[src/rtl/fifo_pkg.sv]
// ============================================================================
// Module      : fifo_pkg
// Description : Shared FIFO constants, width helper and parameter check macro.
// Revision    : 1.0 - initial release
// ============================================================================
`default_nettype none

package fifo_pkg;

    // Defaults shared with async_fifo so both FIFOs build with identical geometry
    localparam int c_default_data_width = 8;
    localparam int c_default_depth      = 16;

    function automatic int fifo_clog2(input int n);
        int r;
        r = 0;
        for (int i = 0; i < 31; i++) begin
            if ((1 << i) < n) r = i + 1;
        end
        return r;
    endfunction

    function automatic bit fifo_params_ok(input int depth, input int af, input int ae);
        bit pow2;
        pow2 = (depth > 0) && ((depth & (depth - 1)) == 0);
        return pow2 && (depth >= 4) && (af >= 1) && (af <= depth)
               && (ae >= 0) && (ae <= depth - 1);
    endfunction

endpackage

`define FIFO_PARAM_CHECK(D, AF, AE) \
    if (!fifo_pkg::fifo_params_ok(D, AF, AE)) begin : g_param_err \
        $error("fifo: illegal DEPTH/AF_LEVEL/AE_LEVEL combination"); \
    end

`default_nettype wire

[src/rtl/fifo_ram.sv]
// ============================================================================
// Module      : fifo_ram
// Description : Simple dual-port array; sync write, sync or combinational read.
// Revision    : 1.0 - initial release
// ============================================================================
`default_nettype none

module fifo_ram #(
    parameter int DATA_WIDTH = 8,
    parameter int DEPTH      = 16,
    parameter int ADDR_WIDTH = 4,
    parameter bit SYNC_READ  = 1'b1
) (
    input  logic                  clk,
    input  logic                  rst,
    input  logic                  wr_en,
    input  logic [ADDR_WIDTH-1:0] wr_addr,
    input  logic [DATA_WIDTH-1:0] wr_data,
    input  logic                  rd_en,
    input  logic [ADDR_WIDTH-1:0] rd_addr,
    output logic [DATA_WIDTH-1:0] rd_data
);

    logic [DATA_WIDTH-1:0] r_mem [DEPTH];

    // Storage is never reset; only the read register is.
    always_ff @(posedge clk) begin
        if (wr_en) r_mem[wr_addr] <= wr_data;
    end

    generate
        if (SYNC_READ) begin : g_sync_rd
            logic [DATA_WIDTH-1:0] r_rd_data;

            always_ff @(posedge clk) begin
                if (rst) begin
                    r_rd_data <= '0;
                end else if (rd_en) begin
                    r_rd_data <= r_mem[rd_addr];
                end
            end

            assign rd_data = r_rd_data;
        end else begin : g_comb_rd
            logic w_unused_rd_ctrl;

            assign w_unused_rd_ctrl = rst & rd_en;
            assign rd_data          = r_mem[rd_addr];
        end
    endgenerate

endmodule

`default_nettype wire

[src/rtl/sync_fifo_ctrl.sv]
// ============================================================================
// Module      : sync_fifo_ctrl
// Description : Single-clock FIFO with thresholds, occupancy and sticky errors.
//               Define SYNC_FIFO_FWFT_EN for first-word-fall-through reads.
// Revision    : 1.0 - initial release
// ============================================================================
`default_nettype none

module sync_fifo_ctrl
    import fifo_pkg::*;
#(
    parameter int DATA_WIDTH = c_default_data_width,
    parameter int DEPTH      = c_default_depth,
    parameter int AF_LEVEL   = DEPTH - 2,
    parameter int AE_LEVEL   = 2
) (
    input  logic                    clk,
    input  logic                    rst,
    input  logic                    wr_en,
    input  logic [DATA_WIDTH-1:0]   din,
    input  logic                    rd_en,
    output logic [DATA_WIDTH-1:0]   dout,
    output logic                    full,
    output logic                    empty,
    output logic                    almost_full,
    output logic                    almost_empty,
    output logic [$clog2(DEPTH):0]  count,
    output logic                    overflow,
    output logic                    underflow
);

    localparam int c_ptr_w = fifo_clog2(DEPTH);
    localparam int c_cnt_w = c_ptr_w + 1;

    localparam logic [c_cnt_w-1:0] c_depth    = DEPTH[c_cnt_w-1:0];
    localparam logic [c_cnt_w-1:0] c_af_level = AF_LEVEL[c_cnt_w-1:0];
    localparam logic [c_cnt_w-1:0] c_ae_level = AE_LEVEL[c_cnt_w-1:0];

`ifdef SYNC_FIFO_FWFT_EN
    localparam bit c_sync_read = 1'b0;
`else
    localparam bit c_sync_read = 1'b1;
`endif

    `FIFO_PARAM_CHECK(DEPTH, AF_LEVEL, AE_LEVEL)

    logic [c_ptr_w-1:0] r_wr_ptr;
    logic [c_ptr_w-1:0] r_rd_ptr;
    logic [c_cnt_w-1:0] r_count;
    logic               r_full;
    logic               r_empty;
    logic               r_almost_full;
    logic               r_almost_empty;
    logic               r_overflow;
    logic               r_underflow;

    logic               w_rd_acc;
    logic               w_wr_acc;
    logic [c_cnt_w-1:0] w_count_nxt;
    logic [DATA_WIDTH-1:0] w_rd_data;

    // A full FIFO still takes a write when a read frees a slot in the same cycle.
    assign w_rd_acc = rd_en & ~r_empty;
    assign w_wr_acc = wr_en & (~r_full | w_rd_acc);

    always_comb begin
        w_count_nxt = r_count;
        if (w_wr_acc && !w_rd_acc) begin
            w_count_nxt = r_count + 1'b1;
        end else if (w_rd_acc && !w_wr_acc) begin
            w_count_nxt = r_count - 1'b1;
        end
    end

    always_ff @(posedge clk) begin
        if (rst) begin
            r_wr_ptr       <= '0;
            r_rd_ptr       <= '0;
            r_count        <= '0;
            r_full         <= 1'b0;
            r_empty        <= 1'b1;
            r_almost_full  <= 1'b0;
            r_almost_empty <= 1'b1;
            r_overflow     <= 1'b0;
            r_underflow    <= 1'b0;
        end else begin
            if (w_wr_acc) r_wr_ptr <= r_wr_ptr + 1'b1;
            if (w_rd_acc) r_rd_ptr <= r_rd_ptr + 1'b1;
            r_count        <= w_count_nxt;
            r_full         <= (w_count_nxt == c_depth);
            r_empty        <= (w_count_nxt == '0);
            r_almost_full  <= (w_count_nxt >= c_af_level);
            r_almost_empty <= (w_count_nxt <= c_ae_level);
            r_overflow     <= r_overflow  | (wr_en & ~w_wr_acc);
            r_underflow    <= r_underflow | (rd_en & ~w_rd_acc);
        end
    end

    fifo_ram #(
        .DATA_WIDTH (DATA_WIDTH),
        .DEPTH      (DEPTH),
        .ADDR_WIDTH (c_ptr_w),
        .SYNC_READ  (c_sync_read)
    ) u_ram (
        .clk     (clk),
        .rst     (rst),
        .wr_en   (w_wr_acc),
        .wr_addr (r_wr_ptr),
        .wr_data (din),
        .rd_en   (w_rd_acc),
        .rd_addr (r_rd_ptr),
        .rd_data (w_rd_data)
    );

    assign dout         = w_rd_data;
    assign full         = r_full;
    assign empty        = r_empty;
    assign almost_full  = r_almost_full;
    assign almost_empty = r_almost_empty;
    assign count        = r_count;
    assign overflow     = r_overflow;
    assign underflow    = r_underflow;

endmodule

`default_nettype wire

[config.mk]
export PLATFORM = sky130hd
export DESIGN_NAME = sync_fifo_ctrl
export DESIGN_NICKNAME = d
export VERILOG_FILES = /design/src/rtl/fifo_pkg.sv /design/src/rtl/fifo_ram.sv /design/src/rtl/sync_fifo_ctrl.sv
export SDC_FILE = /design/constraint.sdc
export NUM_CORES = 1
export LEC_CHECK = 0
export ABC_AREA = 1
export CORE_MARGIN = 10
export CORE_UTILIZATION = 54
export DETAILED_ROUTE_END_ITERATION = 12
export HOLD_SLACK_MARGIN = 0.15
export PLACE_DENSITY_LB_ADDON = 0.08
export SETUP_SLACK_MARGIN = 0.02
export SLEW_MARGIN = 10
export SYNTH_ARGS = -nofsm -noshare
export SYNTH_HDL_FRONTEND = slang
export SYNTH_SLANG_ARGS = --single-unit
[constraint.sdc]
create_clock -name clk -period 1.6 [get_ports clk]
set_input_delay 0.4 -clock clk [delete_from_list [all_inputs] [get_ports clk]]
set_output_delay 0.4 -clock clk [all_outputs]
set_load 0.05 [all_outputs]
==> results of run 1 <==
[critical path, cell delays in order]
cell and delay [ns]:
clkdlybuf4s50_1 0.49, nand2_2 0.06, nand2_1 0.07, nand2_1 0.09
inv_2 0.13, nand2_2 0.17, nor2_2 0.12, buf_4 0.18
[layer usage]
metal  up-vias  share of wire  wire, um  track usage
met3        24          0.088      1420       0.0518
met5         -              0         0            0
met1      2323           0.41      6500        0.259
met2       203           0.49      7820        0.310
met4         0          0.019       304       0.0836
li1       2245              -         -            -
[kinds of logic (layout without fill, tap and decap cells)]
| group | count (synthesis) | count (layout) | synth area share |
|---|---|---|---|
| buf+inv | 60 | 146 | 0.0390 |
| xor+xnor | 3 | 3 | 0.00409 |
| flops | 155 | 155 | 0.683 |
| compound gates | 33 | 33 | 0.0267 |
| fa+ha+maj | 7 | 7 | 0.0136 |
| simple gates | 356 | 356 | 0.234 |
[report_power, final]
group	internal (W)	leakage, nW	total [W]	switching, W
Clock	0.00229	0.274	0.00391	0.00162
Sequential	0.00451	1.38	0.00463	0.000119
Combinational	0.000756	1.52	0.00191	0.00115
[sequential cells by signal (all words and copies together) (netlist names)]
signal / cells
u_ram.r_mem: 128
u_ram.rd_data: 8
count: 5
r_rd_ptr: 4
r_wr_ptr: 4
almost_empty: 1
almost_full: 1
empty: 1
full: 1
overflow: 1
underflow: 1
[worst min-delay path by stage]
stage                      from           endpoint  slack [ns]  depth (start not counted)
floorplan                din[0]  u_ram.r_mem[0][0]        0.50                          0
detailed placement    underflow          underflow        0.53                          2
global route           overflow           overflow        0.57                          1
global placement    r_wr_ptr[2]        r_wr_ptr[2]        0.53                          2
CTS                   underflow          underflow        0.54                          2
finish                underflow          underflow        0.53                          2
[repair_timing]
item	4_1_cts	5_1_grt
endpoints found under the hold margin	0	0
setup endpoints to repair	133	114
pin swaps	1	5
gates resized for setup	7	20
gates cloned	0	0
[cells in the final DEF, fill, tap and decap left out, drive strengths merged, types with 10 or more instances in the layout]
master | synthesis | final
o21ai | 13 | 13
nand2 | 192 | 192
a21oi | 19 | 19
nor2 | 44 | 44
inv | 26 | 28
clkinv | 3 | 10
dfxtp | 27 | 27
clkdlybuf4s50 | 0 | 11
clkbuf | 10 | 18
buf | 21 | 74
edfxtp | 128 | 128
nand3 | 113 | 113
[per-stage QoR]
stage	total power [W]	std cells
2_1_floorplan	0.00566	614
3_3_place_gp	0.00649	811
3_5_place_dp	0.00652	811
4_1_cts	0.0104	843
5_1_grt	0.0108	843
6_report	0.0105	843
[area by class of cell]
class / instances / area [sq um]
Multi-Input combinational cell: 399 / 1930
Clock inverter: 14 / 149
Sequential cell: 155 / 4390
Clock buffer: 18 / 429
Tap cell: 143 / 179
Inverter: 29 / 109
Timing Repair Buffer: 85 / 1030
Fill cell: 812 / 3290
==> flow_summary.json, run 1 <==
{
  "placementRows": 39,
  "antenna-diode-count": 0,
  "port_buffers": 30,
  "ctsRootBufferMaster": "clkbuf_16",
  "core-area_sq_um": 11500,
  "synth.avg_cell_area_sq_um": 10.5,
  "synth_largest_area_cell": "edfxtp_1",
  "yosys.cell_count.top_type": "nand2_1",
  "timing.reg2reg.worst_path_depth": 7,
  "synthTopCellsByCount": "nand2_1, edfxtp_1, nand3_1",
  "whs_ns": 0.532,
  "cts-buffers-inserted": 17,
  "setup.worst_path.start": "rd_en",
  "worst-r2r-setup-slack_ns": 0.12,
  "htree_levels": 4,
  "dpl-instance-area_sq_um": 7560,
  "aggregate_routed_wire_length_mm": 16.0,
  "grt_pass1_wl_mm": 24.6,
  "synth_net_count": 633,
  "via_count": 4795,
  "post-cts-setup-buffers": 0,
  "wl_per_cell_um": 19.0,
  "global_route.usage.total": 0.198,
  "max-slew-margin-rel": 0.528,
  "setup_slack_ns": 0.0216,
  "worstSetupStartpointType": "input pin",
  "fin_tns_setup_ns": 0,
  "synthTopCellsByArea": "edfxtp_1, nand2_1, nand3_1",
  "leakage_dissipation_nw": 3.17,
  "synthArstFlopShare": 0,
  "crit_end": "u_ram.r_mem[9][1]",
  "detailed_place_hpwl_mm": 10.6,
  "critical_path.endpoint_type": "flip-flop",
  "fin_area_sq_um": 8220,
  "finish.utilization": 0.714,
  "start_util": 0.558,
  "tritoncts_clock_tree": "yes",
  "synth.lib_cells_used.distinct": 27,
  "layout-drive-gt1-share": 0.211,
  "cts.sink_count": 155,
  "number_of_storage_elements_in_the_synthesis_netlist": 155,
  "ios": 31,
  "clkSlewWorstSetupHoldPaths_ns": 0.06,
  "unrepaired_setup_endpoints_after_global_routing": "yes",
  "globalplace.congestion": 0.863,
  "postCtsHoldBufs": 0,
  "cap_violations": 0,
  "gr_overflow_total": 0,
  "worstReg2RegStart": "count[0]",
  "synth_cells": 614,
  "ys_dominant_reg_cell": "edfxtp_1",
  "timing_max_transition_violations_final": 0,
  "fp.dieW_um": 129,
  "pin_count_of_the_biggest_net_entering_global_routing": 41,
  "synth.yosys.warnings": 0,
  "dpl_worst_slack_ns": -0.515,
  "power.ir.vdd_worst_uv": 1000,
  "cts_buffer_depth": 2,
  "crit_path_max_fanout": 8,
  "dr.pass1.iters": 5,
  "synth_area_sq_um": 6420,
  "detail_route.drc_violations": 0,
  "worst_hold_path_class": "reg -> reg",
  "outcome": "complete, no violations",
  "final_period_minus_worst_setup_slack_ns": 1.58,
  "final.period_utilization": 0.986,
  "die_footprint_sq_um": 16700,
  "ant_nets": 0,
  "antenna_violations_before_repair": 0,
  "grt_pass1_vias": 4467,
  "rr_endpoint": "almost_full",
  "layout.nets": 706,
  "synth_edf_count": 128,
  "avgViaCountPerCell": 5.69,
  "cp.required_ns": 1.74,
  "yosysSeqAreaShare": 0.683,
  "critPathArrivalTime_ns": 1.72,
  "finalSetupViolations": 0,
  "p_per_area_nw_per_um2": 1270,
  "critPathKind": "in -> reg",
  "final-hold-violation-count": 0,
  "area_growth_pct": 28.0,
  "drtIter0Drc": 660,
  "chipHeight_um": 129,
  "clock_latency_ns": 0.43,
  "worst_slew_pin_slew_ns": 0.707,
  "synth_top_area_frac": 0.598,
  "fmax_mhz": 634,
  "worst_clock_skew_ns": 0.0106
}
Note: power is estimated with default switching activity, not from simulation.
==> run 2: changes to the inputs <==
==> constraint.sdc (replaced) <==
create_clock -name clk -period 1.6 [get_ports clk]
set_input_delay 0.16 -clock clk [delete_from_list [all_inputs] [get_ports clk]]
set_output_delay 0.16 -clock clk [all_outputs]
set_load 0.05 [all_outputs]
==> flow_summary.json, run 2 (synthesis gave the netlist of run 1 again) <==
{
  "grt.busiest_layer": "met2",
  "grt_pass1_vias": 4514,
  "dr.pass1.iters": 5,
  "power_switching_w": 0.00284,
  "p_comb_frac": 0.179,
  "layout-drive-gt1-share": 0.268,
  "layout_commonest_cell": "nand2_1",
  "port_buffers": 30,
  "grt.met1_usage": 0.261,
  "timing.critical_path.buf_inv": 4,
  "ant_nets": 0,
  "worst_slew_pin_slew_ns": 0.678,
  "total_power_w": 0.0104,
  "worst_clock_skew_ns": 0.00668,
  "start_util": 0.558,
  "largest_register_ff_count": 128,
  "worst_path_dominant_cell_family": "buffers and inverters",
  "aggregate_routed_wire_length_mm": 16.9,
  "fin_tns_setup_ns": 0,
  "switching_share": 0.272,
  "numPlacedInstances": 805,
  "n_fill_cell": 834,
  "grt_pass1_wl_mm": 24.4,
  "critical-path-slowest-cell": "dfxtp_4",
  "via_count": 4815,
  "critical_path.endpoint_type": "flip-flop",
  "global_route.usage.total": 0.196,
  "final-hold-violation-count": 0,
  "p_per_area_nw_per_um2": 1270,
  "fp.dieW_um": 129,
  "globalplace.congestion": 0.860,
  "register_containing_the_most_flip_flops_in_the_final_layout": "u_ram.r_mem",
  "share_seq_of_total_power": 0.441,
  "grtUsageMet3": 0.0440,
  "clkSlewWorstSetupHoldPaths_ns": 0.06,
  "final_period_minus_worst_setup_slack_ns": 1.59,
  "avgViaCountPerCell": 5.70,
  "cp.required_ns": 1.92,
  "antenna-diode-count": 0,
  "ctsRootBufferMaster": "clkbuf_16",
  "worstSetupStartpointType": "flip-flop",
  "cts-buffers-inserted": 17,
  "htree_levels": 4,
  "power_frac_clock": 0.380,
  "worstPathCellList": "clkinvlp_4 -> buf_12 -> clkbuf_16 -> nand2_4 -> nand3_2 -> nand3_2 -> nand2_1 -> nand2_1 -> nand2_1 -> o21ai_1 -> inv_1",
  "most-common-layout-cells": "nand2_1, edfxtp_1, nand3_1",
  "wl_per_cell_um": 19.9,
  "pin_count_of_the_biggest_net_entering_global_routing": 67,
  "cap_violations": 0,
  "crit_path_max_fanout": 7,
  "finalNonFillerCells": 845,
  "detailed_place_hpwl_mm": 10.2,
  "layout.nets": 708,
  "internal_power_w": 0.00759,
  "antenna_violations_before_repair": 0,
  "final.period_utilization": 0.994,
  "finish.utilization": 0.712,
  "gr_overflow_total": 0,
  "tritoncts_clock_tree": "yes",
  "fmax_mhz": 629,
  "core-area_sq_um": 11500,
  "worst_hold_path_class": "in -> reg",
  "finalSetupViolations": 0,
  "critPathKind": "reg -> reg",
  "clock_latency_ns": 0.42,
  "max-slew-margin-rel": 0.548,
  "leakage_dissipation_nw": 3.20,
  "cts_buffer_depth": 2,
  "die_footprint_sq_um": 16700,
  "power.ir.vdd_worst_uv": 880,
  "ios": 31,
  "outcome": "complete, no violations",
  "critPathArrivalTime_ns": 1.91,
  "worst_path_largest_cell_delay_ns": 0.35,
  "drtIter0Drc": 501,
  "critical_path.most_common_cell": "nand2_1",
  "cts.sink_count": 155,
  "area_growth_pct": 27.7,
  "timing_max_transition_violations_final": 0,
  "unrepaired_setup_endpoints_after_global_routing": "yes",
  "detail_route.drc_violations": 0,
  "grt_use_met2": 0.307,
  "chipHeight_um": 129,
  "placementRows": 39
}
## run 2: cell types whose count changed in the layout (fill, tap and decap cells not counted), sizes merged
cell,before,now
clkbuf,18,22
clkinvlp,3,5
bufinv,2,3
buf,74,73
inv,28,25
clkinv,10,9
## run 2: timing repair
item | 4_1_cts | 5_1_grt
endpoints found under the setup margin | 76 | 140
buffers inserted | 0 | 2
resized for setup | 4 | 65
hold buffers | 0 | 0
pin swaps | 0 | 20
gates cloned | 0 | 6
## run 2: stage by stage
step	hold slack [ns]	area, sq um	worst slack [ns]
6_report	0.436	8200	0.00970
5_1_grt	0.472	8200	-0.0723
4_1_cts	0.419	7810	0.00737
3_5_place_dp	0.463	7210	-0.344
3_3_place_gp	0.455	7210	-0.294
2_1_floorplan	0.259	6490	-0.0231
## run 2: worst min-delay path: cells and delay by family
family | cells | cell delay, ns
buf+inv | 1 | 0.46
simple gates | 1 | 0.05
compound gates | 1 | 0.14
## run 2: final timing paths
kind               start                to  slack [ns]  cells after the start
max reg2reg  r_rd_ptr[0]  u_ram.rd_data[5]        0.01                     11
min reg2reg     overflow          overflow        0.47                      1
max          r_rd_ptr[0]  u_ram.rd_data[5]        0.01                     11
min                rd_en         underflow        0.44                      3
## run 2: power groups by stage
stage / clock (W) / sequential (W) / combinational, W
2_1_floorplan: 0 / 0.00489 / 0.000773
3_3_place_gp: 0 / 0.00468 / 0.00158
3_5_place_dp: 0 / 0.00468 / 0.00161
4_1_cts: 0.00401 / 0.00459 / 0.00163
5_1_grt: 0.00420 / 0.00461 / 0.00201
6_report: 0.00396 / 0.00460 / 0.00187
## run 2: area by class of cell
class                           instances  area, sq um  share of cell area
Clock inverter                         13          151              0.0185
Sequential cell                       155         4390               0.535
Multi-Input combinational cell        399         2110               0.258
Inverter                               29          115              0.0140
Timing Repair Buffer                   87          820              0.0999
Tap cell                              143          179              0.0218
Clock buffer                           19          433              0.0528
## run 2: metal layers
layer  wire length (um)  part of all wire
met1               7240              0.43
met4                329             0.020
met2               8030              0.48
met5                  0                 0
met3               1250             0.074
==> run 3: changes to the inputs <==
Settings changed: PLACE_DENSITY from default to 0.77, PLACE_DENSITY_LB_ADDON 0.08 to default.
==> flow_summary.json, run 3 (synthesis gave the netlist of run 1 again) <==
{
  "wl_per_cell_um": 18.9,
  "internal_power_w": 0.00750,
  "outcome": "complete, no violations",
  "layout_commonest_cell": "nand2_1",
  "detail_route.drc_violations": 0,
  "worst-r2r-setup-slack_ns": 0.10,
  "fmax_mhz": 667,
  "grt.busiest_layer": "met2",
  "worst_clock_skew_ns": 0.00652,
  "total_power_w": 0.0102,
  "via_count": 4800,
  "n_fill_cell": 795,
  "port_buffers": 30,
  "timing.reg2reg.worst_path_depth": 9,
  "dpl_worst_slack_ns": -0.319,
  "finish.utilization": 0.683,
  "pin_count_of_the_biggest_net_entering_global_routing": 67,
  "htree_levels": 4,
  "dpl-instance-area_sq_um": 7240,
  "ant_nets": 0,
  "start_util": 0.558,
  "crit_path_max_fanout": 5,
  "antenna_violations_before_repair": 0,
  "min_from": "din[5]",
  "fp.dieW_um": 129,
  "timing_max_transition_violations_final": 0,
  "grtUsageMet3": 0.0583,
  "cts_buffer_depth": 2,
  "post-cts-setup-buffers": 0,
  "fin_area_sq_um": 7870,
  "cts-buffers-inserted": 17,
  "final_period_minus_worst_setup_slack_ns": 1.50,
  "hold_path_end": "u_ram.r_mem[0][5]",
  "global_route.usage.total": 0.195,
  "p_per_area_nw_per_um2": 1290,
  "largest_register_ff_count": 128,
  "numPlacedInstances": 809,
  "grt.met1_usage": 0.238,
  "final.period_utilization": 0.936,
  "worst_slew_pin_slew_ns": 0.404,
  "clkSlewWorstSetupHoldPaths_ns": 0.06,
  "finalNonFillerCells": 840,
  "grt_pass1_wl_mm": 24.5,
  "layout-drive-gt1-share": 0.197,
  "finalSetupViolations": 0,
  "globalplace.congestion": 0.967,
  "worst_hold_path_class": "in -> reg",
  "aggregate_routed_wire_length_mm": 15.9,
  "unrepaired_setup_endpoints_after_global_routing": "no",
  "power_frac_clock": 0.382,
  "ios": 31,
  "register_containing_the_most_flip_flops_in_the_final_layout": "u_ram.r_mem",
  "area_growth_pct": 22.5,
  "setup.worst_path.start": "empty",
  "cts.sink_count": 155,
  "share_seq_of_total_power": 0.452,
  "detailed_place_hpwl_mm": 10.4,
  "max-slew-margin-rel": 0.729,
  "postCtsHoldBufs": 0,
  "ctsRootBufferMaster": "clkbuf_16",
  "critPathArrivalTime_ns": 1.80,
  "setup_slack_ns": 0.102,
  "worstSetupStartpointType": "flip-flop",
  "cap_violations": 0,
  "power.ir.vdd_worst_uv": 989,
  "dr.pass1.iters": 5,
  "grt_pass1_vias": 4588,
  "clock_latency_ns": 0.42,
  "die_footprint_sq_um": 16700,
  "timing.hold.worst_path_depth": 1,
  "final-hold-violation-count": 0,
  "grt_use_met2": 0.315,
  "tritoncts_clock_tree": "yes",
  "antenna-diode-count": 0,
  "p_comb_frac": 0.165,
  "critPathKind": "reg -> reg",
  "placementRows": 39,
  "drtIter0Drc": 584,
  "power_switching_w": 0.00268,
  "leakage_dissipation_nw": 3.07,
  "switching_share": 0.263,
  "most-common-layout-cells": "nand2_1, edfxtp_1, nand3_1",
  "core-area_sq_um": 11500,
  "avgViaCountPerCell": 5.71,
  "layout.nets": 704,
  "critical_path.endpoint_type": "flip-flop",
  "gr_overflow_total": 0,
  "chipHeight_um": 129,
  "cp.required_ns": 1.90,
  "rr_endpoint": "almost_empty",
  "worstReg2RegStart": "empty"
}
==> run 3: changes by cell type in the layout (fill, tap and decap cells not counted), moves of 3 or more <==
cell,delta
nand3_1,+33
nand3_2,-33
nand2_1,+13
nand2_2,-9
nand2_4,-4
clkbuf_1,+3
clkbuf_16,-3
clkinvlp_4,-3
nor2_1,-3
o21ai_2,-3
==> run 3: repair_timing <==
action / in CTS / in global routing
gates resized for setup: 4 / 16
endpoints found under the setup margin: 40 / 137
pin swaps: 0 / 1
hold endpoints to repair: 0 / 0
==> run 3: cell type report <==
type | count | area [sq um] | share of cell area
multi-input combinational | 399 | 1900 | 0.242
tap | 143 | 179 | 0.0227
sequential | 155 | 4390 | 0.558
clock buffer | 22 | 444 | 0.0564
inverter | 29 | 109 | 0.0138
timing repair buffer | 83 | 717 | 0.0911
clock inverter | 9 | 125 | 0.0159
==> run 3: metrics by stage <==
step	setup TNS [ns]	hold WS (ns)
floorplan	-2.22	0.259
global placement	-30.37	0.453
detailed placement	-37.80	0.465
CTS	-0.00253	0.375
global route	0	0.395
finish	0	0.390
==> run 3: layer usage <==
| metal | up-vias | part of all wire | routed length [um] |
|---|---|---|---|
| met5 | - | 0 | 0 |
| li1 | 2232 | - | - |
| met1 | 2310 | 0.40 | 6290 |
| met3 | 37 | 0.088 | 1400 |
| met2 | 221 | 0.49 | 7820 |
| met4 | 0 | 0.022 | 355 |
==> run 3: power by group through the flow <==
stage          sequential (W)  combinational, W  clock, W
2_1_floorplan         0.00489          0.000773         0
3_3_place_gp          0.00468           0.00156         0
3_5_place_dp          0.00468           0.00160         0
4_1_cts               0.00460           0.00163   0.00393
5_1_grt               0.00461           0.00184   0.00408
6_report              0.00461           0.00169   0.00389
==> run 3: worst max-delay path by stage <==
stage	slack [ns]	endpoint
finish	0.10	almost_empty
global route	0.01	full
CTS	-0.002	u_ram.r_mem[11][2]
detailed placement	-0.32	u_ram.r_mem[9][0]
global placement	-0.27	u_ram.r_mem[9][7]
floorplan	-0.02	u_ram.r_mem[12][0]
==> run 3: critical path: stages, from the launching register on <==
cell and delay, ns:
dfxtp_2 0.32, buf_4 0.14, nor2_2 0.22, nand2_2 0.13, nand2_1 0.08, nand3_1 0.10
nand2_1 0.15, nand2_1 0.08, nand3_1 0.09, nand2_1 0.06
==> variant 1 (config.mk and constraints of run 2) <==
`c_default_data_width`: 8 -> 9.
--- a/src/rtl/fifo_pkg.sv
+++ b/src/rtl/fifo_pkg.sv
@@ -10,3 +10,3 @@
     // Defaults shared with async_fifo so both FIFOs build with identical geometry
-    localparam int c_default_data_width = 8;
+    localparam int c_default_data_width = 9;
     localparam int c_default_depth      = 16;
Interface: changed (resized din and dout); port bits go from 31 to 33. No check against the original RTL was run, so the function may have changed too.
==> variant 1 against run 2 <==
  * Final area rose by 4.9%
  * Largest cell class unchanged
  * Total power up 1.7%
  * Largest power group unchanged
  * Wire length grew 3.8%
  * Count of clock-buffer cells in the layout up 1
  * Worst setup slack gained 0.042 ns
  * Critical path depth down 4
  * Sequential cell count is 17 higher
  * Combinational power shrank 3%
  * Area after synthesis grew 12%
  * Non-clock buffer count shrank 16
  * Clock power down 6.8%
==> variant 1: results (changes against run 2) <==
- Vias in the first global route: 4806 (was 4514)
- Area of the multi-input gates: 0.00216 sq mm (was 0.00211 sq mm)
- Clock buf/inv share: 5.99% (was 7.12%)
- CP max FO: 5 (was 7)
- Placement Rows: 42 (was 39)
- Worst setup margin: 0.0517 ns (was 0.00970 ns)
- Area contributors post-synth: edfxtp_1 (60%), nand2_1 (11%), nand3_1 (7.9%) (was edfxtp_1 (60%), nand2_1 (11%), nand3_1 (8.7%))
- Post-Syn Nets: 688 (was 633)
- Share of post-route cells with drive strength above 1: 18.4% (was 26.8%)
- DP Wirelength: 11700 um (was 10200 um)
- Crit-path slowest cell: dfxtp_2 (was dfxtp_4)
- Clock-net power: 0.00369 W (was 0.00396 W)
- Dpl ws: -0.270 ns (was -0.344 ns)
- Yosys reg bits: 172 (was 155)
- # fillers: 1027 (was 834)
- LEAKAGE: 3.29 nW (was 3.20 nW)
- Port Buffers: 32 (was 30)
- EDFF count, synth: 144 (was 128)
- Switching pwr: 0.00290 W (was 0.00284 W)
- Xor/xnor share of the synthesized area: 0.486% (was 0.409%)
- 1st-iter DRT viols: 597 (was 501)
- Register area: 0.00489 sq mm (was 0.00439 sq mm)
- # nets final: 746 (was 708)
- Buffer share of cell area: 8.06% (was 9.99%)
- CP arrival: 1.65 ns (was 1.91 ns)
- R2R Path End: u_ram.r_mem[8][5]$_DFFE_PP_ (was u_ram.rd_data[5]$_SDFFE_PP0P_)
- Post-Layout Cell Count: 914 (was 845)
- Slowest stage delay, CP: 0.33 ns (was 0.35 ns)
- Distinct cells, synth: 28 (was 27)
- Sequential share of cell area: 56.9% (was 53.5%)
- Number of multi-input logic gates: 432 (was 399)
- Complex-gate fraction of the synthesized area: 2.48% (was 2.67%)
- Status: finished, final reports clean (unchanged)
- Synth Area in Adders: 1.21% (was 1.36%)
- Met2 usage: 31.7% (was 30.7%)
- Largest register FFs: 144 (was 128)
- Routability Congestion: 0.883 (was 0.860)
- GRT met3 Usage: 4.08% (was 4.40%)
- Worst Tran Pin Value: 0.477 ns (was 0.678 ns)
- Reg2Reg Depth: 7 (was 11)
- Worst R2R Start: empty$_SDFF_PP1_ (was r_rd_ptr[0]$_SDFFE_PP0P_)
- Largest net degree at the start of global routing: 59 (was 67)
- Combinational power: 0.00182 W (was 0.00187 W)
- Routed wire length: 17500 um (was 16900 um)
- Sequential area share after synthesis: 67.7% (was 68.3%)
- Worst hold slack: 0.429 ns (was 0.436 ns)
- Non-clock buffers: 71 (was 87)
- First-pass GRT wire length: 26500 um (was 24400 um)
- Pwr/cell area: 1230 mW/mm^2 (was 1270 mW/mm^2)
## variant 1: cell types whose count changed after synthesis, sizes merged, moves of 3 or more
cell | before | now
nand2 | 192 | 211
edfxtp | 128 | 144
nand3 | 113 | 125
buf | 21 | 30
clkbuf | 10 | 3
inv | 26 | 32
clkinv | 3 | 0
## variant 1: cells by family (layout without fill, tap and decap cells)
| kind of cell | after synthesis | in the layout |
|---|---|---|
| XOR/XNOR | 4 | 4 |
| AO/OA/AOI/OAI | 35 | 35 |
| AND/OR/NAND/NOR | 385 | 386 |
| buffers and inverters | 65 | 134 |
| flip-flops | 172 | 172 |
| adder cells (fa/ha/maj) | 7 | 7 |
## variant 1: critical path: cells and delay by family, from the launching register on
| family | cells | cell delay [ns] |
|---|---|---|
| simple gates | 5 | 0.68 |
| flops | 1 | 0.33 |
| buf+inv | 2 | 0.22 |
## variant 1: layer usage
layer / up-vias / wire length (um)
met5: - / 0
met2: 186 / 8700
met3: 19 / 1130
met1: 2427 / 7440
li1: 2397 / -
met4: 0 / 240
==> variant 2 (config.mk and constraints of run 2) <==
Without the edit above. Put one more register stage on the output `count`, with the module's reset. The value now appears one clock later. The other outputs are not delayed to match.
--- a/src/rtl/sync_fifo_ctrl.sv
+++ b/src/rtl/sync_fifo_ctrl.sv
@@ -119,3 +119,9 @@
     assign almost_empty = r_almost_empty;
-    assign count        = r_count;
+    always_ff @(posedge clk) begin
+        if (rst) begin
+            count <= '0;
+        end else begin
+            count <= r_count;
+        end
+    end
     assign overflow     = r_overflow;
Behaviour: not the same (Yosys sat finds a counterexample within 4 cycles, from zero or initial values and one cycle with rst high).
==> variant 2 against run 2 <==
  * Largest power group unchanged
  * Core utilization is 4.5 points lower
  * Sequential cell count rose by 5
  * Total power shrank 6.6%
  * Hold slack worse by 0.10 ns
  * Final area decreased by 2.3%
  * Worst setup slack better by 0.097 ns
  * Area after synthesis is 3.1% higher
  * Cell count rose by 2.8%
  * Clock power decreased by 4%
  * Wire length decreased by 11%
==> variant 2: results (changes against run 2) <==
- Slew margin rel.: 50.7% (was 54.8%)
- Vias in the first global route: 4546 (was 4514)
- Slowest stage delay, CP: 0.33 ns (was 0.35 ns)
- Register area: 0.00449 sq mm (was 0.00439 sq mm)
- Post-Layout Cell Count: 869 (was 845)
- DP Wirelength: 10200 um (about the same)
- Buffer share of cell area: 9.13% (was 9.99%)
- Crit-path slowest cell: dfxtp_2 (was dfxtp_4)
- Sequential area share after synthesis: 67.7% (was 68.3%)
- FMAX: 0.670 GHz (was 0.629 GHz)
- DR vias/cell: 5.39 (was 5.70)
- Post-synth top cells: nand2_1 (196), edfxtp_1 (128), nand3_1 (109) (was nand2_1 (191), edfxtp_1 (128), nand3_1 (112))
- Dpl cells: 837 (was 805)
- Resized Gates After CTS: 1 (was 4)
- Area after DPL: 0.00742 sq mm (was 0.00721 sq mm)
- Clock buf/inv share: 6.93% (was 7.12%)
- # fillers: 908 (was 834)
- Routability Congestion: 0.857 (was 0.860)
- Cell Int Power: 0.00731 W (was 0.00759 W)
- Routed wire length: 15100 um (was 16900 um)
- LEAKAGE: 3.18 nW (was 3.20 nW)
- First-pass GRT wire length: 24000 um (was 24400 um)
- Worst hold slack: 0.331 ns (was 0.436 ns)
- CP max FO: 8 (was 7)
- Post-Syn Nets: 656 (was 633)
- Worst Clk Skew: 0.00624 ns (was 0.00668 ns)
- Num Clock Sinks: 160 (was 155)
- Reg2Reg Setup Slack: 0.11 ns (was 0.01 ns)
- Ant diodes: 0 (unchanged)
- 1st-iter DRT viols: 437 (was 501)
- Tot GR Track Use: 18.8% (was 19.6%)
- Clock buffer count in the final layout: 20 (was 19)
- Avg Synthesized Cell Area: 10.4 sq um (was 10.5 sq um)
- Sequential share of cell area: 56.1% (was 53.5%)
- CP arrival: 1.62 ns (was 1.91 ns)
- # nets final: 728 (was 708)
- Dpl ws: -0.288 ns (was -0.344 ns)
- Initial antenna violation count: 0 (unchanged)
- Multi-input combinational area share: 23.9% (was 25.8%)
- Peak supply drop: 0.000846 V (was 0.000880 V)
- Non-clock buffers: 84 (was 87)
- Status: finished, final reports clean (unchanged)
- Non-clk invs: 35 (was 29)
[variant 2: per-layer routing]
layer / GRT usage [%] / up-vias / wire length [um] / share of wire, %
met5: 0 / - / 0 / 0
met2: 30.0 / 138 / 7330 / 49
met3: 4.11 / 29 / 697 / 4.6
met4: 9.03 / 0 / 437 / 2.9
li1: - / 2293 / - / -
met1: 24.0 / 2221 / 6620 / 44
[variant 2: final timing paths]
kind / cells past startpoint / start / to
setup / recovery: 9 / empty$_SDFF_PP1_ / u_ram.r_mem[5][6]$_DFFE_PP_
hold / removal: 1 / din[1] / u_ram.r_mem[13][1]$_DFFE_PP_
setup reg to reg: 9 / empty$_SDFF_PP1_ / u_ram.r_mem[5][6]$_DFFE_PP_
hold reg to reg: 2 / r_rd_ptr[2]$_SDFFE_PP0P_ / r_rd_ptr[2]$_SDFFE_PP0P_
[variant 2: power by group through the flow]
| stage | clock network (W) | logic, W | registers (W) |
|---|---|---|---|
| finish | 0.00381 | 0.00126 | 0.00467 |
| global route | 0.00405 | 0.00139 | 0.00468 |
| CTS | 0.00386 | 0.00125 | 0.00467 |
| detailed placement | 0 | 0.00124 | 0.00475 |
| global placement | 0 | 0.00123 | 0.00475 |
| floorplan | 0 | 0.000634 | 0.00489 |
[variant 2: cell families (layout without fill, tap and decap cells)]
| group | count (synthesis) | after routing | share of synthesized area, % |
|---|---|---|---|
| flip-flops | 160 | 160 | 67.7 |
| AO/OA/AOI/OAI | 30 | 30 | 2.30 |
| AND/OR/NAND/NOR | 371 | 371 | 23.7 |
| buffers and inverters | 66 | 151 | 4.57 |
| XOR/XNOR | 3 | 3 | 0.397 |
| adder cells (fa/ha/maj) | 7 | 7 | 1.32 |
